`src/rtl/imem_arbiter.sv`:
```
// Two-port arbiter in front of a single-ported synchronous-read instruction memory.
// Fetch (F) has fixed priority; the loader (L) is forced through after STARVE_LIMIT denied cycles.
module imem_arbiter #(
  parameter int ADDR_WIDTH   = 32,
  parameter int DATA_WIDTH   = 32,
  parameter int STARVE_LIMIT = 4
) (
  input  logic                  clk,
  input  logic                  reset,
  input  logic                  f_req,
  input  logic [ADDR_WIDTH-1:0] f_addr,
  output logic                  f_gnt,
  output logic                  f_rvalid,
  output logic [DATA_WIDTH-1:0] f_rdata,
  output logic                  f_err,
  input  logic                  l_req,
  input  logic                  l_we,
  input  logic [ADDR_WIDTH-1:0] l_addr,
  input  logic [DATA_WIDTH-1:0] l_wdata,
  output logic                  l_gnt,
  output logic                  l_rvalid,
  output logic [DATA_WIDTH-1:0] l_rdata,
  output logic [ADDR_WIDTH-1:0] mem_addr,
  output logic                  mem_we,
  output logic [DATA_WIDTH-1:0] mem_wdata,
  input  logic [DATA_WIDTH-1:0] mem_rdata,
  output logic [1:0]            dbg_owner,
  output logic [3:0]            dbg_starve_cnt
);

  // Handshake: a request is accepted at the rising edge where x_req && x_gnt;
  // requesters hold req/addr/we/wdata stable until then. The response (x_rvalid)
  // follows exactly one cycle after the accepting edge.

  localparam logic [3:0] LIMIT = 4'(STARVE_LIMIT);

  typedef enum logic [1:0] {
    OWN_NONE = 2'd0,
    OWN_F    = 2'd1,
    OWN_L    = 2'd2
  } owner_t;

  owner_t     owner_q, owner_d;
  logic [3:0] starve_q, starve_d;
  logic       err_q, err_d;

  always_ff @(posedge clk or posedge reset) begin
    if (reset) begin
      owner_q  <= OWN_NONE;
      starve_q <= 4'd0;
      err_q    <= 1'b0;
    end else begin
      owner_q  <= owner_d;
      starve_q <= starve_d;
      err_q    <= err_d;
    end
  end

  always_comb begin
    l_gnt     = 1'b0;
    f_gnt     = 1'b0;
    mem_addr  = '0;
    mem_we    = 1'b0;
    mem_wdata = l_wdata;
    owner_d   = OWN_NONE;
    err_d     = 1'b0;
    starve_d  = starve_q;

    // Grants are suppressed during reset so no access can slip through.
    if (!reset) begin
      l_gnt = l_req && (!f_req || (starve_q == LIMIT));
      f_gnt = f_req && !l_gnt;
    end

    if (l_gnt) begin
      mem_addr = {l_addr[ADDR_WIDTH-1:2], 2'b00};
      mem_we   = l_we;
      owner_d  = OWN_L;
    end else if (f_gnt) begin
      mem_addr = {f_addr[ADDR_WIDTH-1:2], 2'b00};
      owner_d  = OWN_F;
      err_d    = (f_addr[1:0] != 2'b00);
    end

    if (!l_req || l_gnt) begin
      starve_d = 4'd0;
    end else if (f_gnt && (starve_q < LIMIT)) begin
      starve_d = starve_q + 4'd1;
    end
  end

  assign f_rvalid       = (owner_q == OWN_F);
  assign l_rvalid       = (owner_q == OWN_L);
  assign f_err          = err_q;
  assign f_rdata        = mem_rdata;
  assign l_rdata        = mem_rdata;
  assign dbg_owner      = owner_q;
  assign dbg_starve_cnt = starve_q;

endmodule

```
`config.mk`:
```
export PLATFORM = sky130hd
export DESIGN_NAME = imem_arbiter
export DESIGN_NICKNAME = d
export VERILOG_FILES = /design/src/rtl/imem_arbiter.sv
export SDC_FILE = /design/constraint.sdc
export NUM_CORES = 1
export LEC_CHECK = 0
export ABC_AREA = 1
export CAP_MARGIN = 0
export CELL_PAD_IN_SITES_DETAIL_PLACEMENT = 1
export CELL_PAD_IN_SITES_GLOBAL_PLACEMENT = 1
export CORE_MARGIN = 8
export CORE_UTILIZATION = 11
export CTS_CLUSTER_SIZE = 24
export DETAILED_ROUTE_END_ITERATION = 10
export PLACE_DENSITY = 0.79
export SYNTH_ARGS = -nofsm -noshare
export SYNTH_HDL_FRONTEND = slang
export SYNTH_SLANG_ARGS = --single-unit
export TNS_END_PERCENT = 1
```
`constraint.sdc`:
```
create_clock -name clk -period 1.9 [get_ports clk]
set_clock_uncertainty 0.15 [all_clocks]
set_input_delay 0.38 -clock clk [delete_from_list [all_inputs] [get_ports clk]]
set_output_delay 0.38 -clock clk [all_outputs]
set_load 0.01 [all_outputs]
```
==> key figures <==
Clock tree
  – Clock-pin slew on the worst setup and hold paths: 0.04 ns
  – Skew-Pair Late Insertion Delay: 0.23 ns
  – CTS tree: built
  – Clock Path Buffers: 2
  – Clk root buf: clkbuf_16
  – Total CTS buffers: 3
  – Htree depth: 1
  – Clock Sink Count: 7

Global routing
  – Vias in the first global route: 1830
  – GRT Overall Usage: 7.769%
  – First-pass GRT wire length: 10630 µm
  – Largest net degree at the start of global routing: 15
  – Remaining Overflow, GRT: 0
  – Antenna violations before repair: 0

Flow run
  – Max Cap Viol: 0

STA
  – Pins Over Slew Limit: 0
  – Final worst slack: -0.3370 ns
  – Fmax: between 400 and 500 MHz
  – Final Hold Fails: 0
  – RSZ-0062 raised after global routing: true
  – Final worst-path cycle share: 117.7%
  – Post-layout min period: 2.237 ns
  – Count of final setup violators: 33

Route
  – Drt wl/cell: 16.12 µm
  – Via-per-instance ratio: 3.328
  – DRC: 0
  – Via count: 1524
  – Post-route ant nets: 0
  – Total wire length: 7383 µm
  – DR iter-0 viols: 22
  – First drt pass iteration count: 2

Layout
  – Design area: between 2000 and 2500 µm²
  – Final Non-Filler Cells: between 400 and 500
  – Fill cells: 1698
  – Nets: 414
  – Antenna Cells: 0
  – Share of cells above drive strength 1: between 30 and 40%
  – Area Overhead vs Synth: 60.75%

Critical path
  – CP arrival: 1.71 ns
  – R2R Path End: dbg_starve_cnt[2]$_DFFE_PP0P_
  – Slowest CP cell: clkdlybuf4s50_1
  – CP required: 1.37 ns
  – Setup slack, reg-to-reg: about 0.30 ns
  – Worst Setup SP: reset
  – Cell chain of the critical path: clkdlybuf4s50_1 -> inv_2 -> nand3_4 -> clkinv_8 -> buf_16 -> buf_6 -> nand2_2 -> nand2_1 -> buf_2
  – Crit end category: output pin
  – Critical path type: input pin to output pin
  – Startpoint Class: input pin
  – Worst r2r src: dbg_starve_cnt[0]$_DFFE_PP0P_
  – Reg2Reg Depth: 8
  – CP max FO: 6
  – Max incr delay on CP: 0.55 ns

Floorplan
  – Row count: 43
  – Die footprint: around 18000 µm²
  – Die width: 134.4 µm
  – Die height: 134.4 µm
  – Starting Density: 11.20%
  – Core area: 13770 µm²
  – Top-level I/O count: about 270

Pwr
  – Total power: 0.0009301 W
  – Peak VDD IR: 0.2156 mV
  – Pleak: 1.243 nW
  – PD cells: 375.0 nW/µm²

Placed design
  – Post-DP Area: about 2200 µm²
  – DP HPWL: 5372 µm
  – GPL Wtd Cong: a little over 0.7
  – DP Cell Count: roughly 440
  – IO buf count: 108

Logic synthesis
  – Average size of a mapped cell: 6.375 µm²
  – Post-synthesis sequential area ratio: 11.35%
  – Post-synth ARST share: 100.0%
  – Unique masters post-synth: 19
  – Synthesized area: between 1500 and 2000 µm²
  – #FFs+latches synth: 7
  – Mapped Cells: 242
  – Post-synth EDFFs: 0
  – Yosys warns: 0
  – Post-synth top flop: dfrtp_1

Hold path
  – Hold crit path type: input pin to asynchronous set/reset pin

Status
  – Status: finished, violations left
  – Failing checks: setup timing
[what timing repair did]
item / 4_1_cts / 5_1_grt
gates resized for setup: 171 / 21
setup buffers: 6 / 2
pin swaps: 7 / 10
endpoints found under the setup margin: 33 / 36
hold buffers: 0 / 0
gates cloned: 4 / 0
[cell type report]
type                    count  area (µm²)  share of cell area, %
repair buffers            135        1310                  52.83
multi-input cells         118       618.1                  24.92
well taps                 180       225.2                  9.082
flip-flops and latches      7       175.2                  7.064
clock buffers               4       78.83                  3.179
inverters                  14       72.57                  2.926
[through the flow]
stage                     hold slack (ns)  setup TNS (ns)  setup slack, ns  util (%)
after detailed placement           0.4930          -23.15          -0.7649     15.90
after CTS                          0.4381          -9.340          -0.3434     17.36
after global routing               0.4616          -11.69          -0.3960     18.01
after floorplan                   0.01284               0          0.05776         -
final                              0.4356          -8.904          -0.3370     18.01
after global placement             0.4600          -21.25          -0.7191     15.90
[power by group]
part	leakage [nW]	switching [W]	internal, W
combinational	1.11	0.000169	0.000246
sequential	0.0956	0.00000334	0.000154
clock	0.0382	0.0000784	0.000279
total	1.24	0.000251	0.000680
[cell usage in the layout (no fill, tap or decap), drive strengths merged]
cell type / synthesis / routed
nand2: 95 / 95
clkdlybuf4s50: 0 / 71
buf: 104 / 60
inv: 14 / 13
nor2: 9 / 9
dfrtp: 7 / 7
nand3: 7 / 7
clkbuf: 0 / 4
dlymetal6s2s: 0 / 3
conb: 1 / 2
ha: 2 / 2
nand4: 1 / 1
a21boi: 1 / 1
a21oi: 1 / 1
clkinv: 0 / 1
dlygate4sd2: 0 / 1
[state kept, by name, indices dropped and copies added (netlist names)]
| register | flops |
|---|---|
| dbg_starve_cnt | 4 |
| dbg_owner | 2 |
| f_err | 1 |
[worst max-delay path by stage]
stage | to | cells past startpoint
2_1_floorplan | mem_addr[13] | 10
3_3_place_gp | mem_addr[19] | 9
3_5_place_dp | mem_addr[19] | 9
4_1_cts | mem_addr[25] | 11
5_1_grt | mem_addr[27] | 11
6_report | mem_addr[27] | 9
[cells in the mapped netlist (2+ instances only)]
library cell | n | area share [%]
nor2_1 | 8 | 1.9
buf_6 | 2 | 1.5
nand3_2 | 2 | 1.3
nand2_2 | 6 | 2.4
nand2_1 | 88 | 21
buf_4 | 101 | 49
ha_1 | 2 | 1.6
nand3_1 | 5 | 1.6
dfrtp_1 | 7 | 11
inv_1 | 11 | 2.7
inv_2 | 2 | 0.49
[logic make-up after synthesis]
family / after synthesis / share of synthesized area, %
buffers and inverters: 118 / 55.48
and+or+nand+nor: 112 / 30.25
DFF: 7 / 11.35
AOI/OAI and AO/OA: 2 / 1.054
adders and majority gates: 2 / 1.622
other: 1 / 0.2431
[per-layer routing]
| layer | share of wire, % | global-route usage [%] | vias up |
|---|---|---|---|
| li1 | - | - | 694 |
| met1 | 29 | 6.286 | 674 |
| met2 | 54 | 15.25 | 94 |
| met3 | 10 | 2.580 | 62 |
| met4 | 6.2 | 5.490 | 0 |
| met5 | 0 | 0 | - |
[critical path: cells and delay by family]
family	cells	cell delay (ns)
buf+inv	6	1.12
simple gates	3	0.19
(Power assumes the default switching activity.)
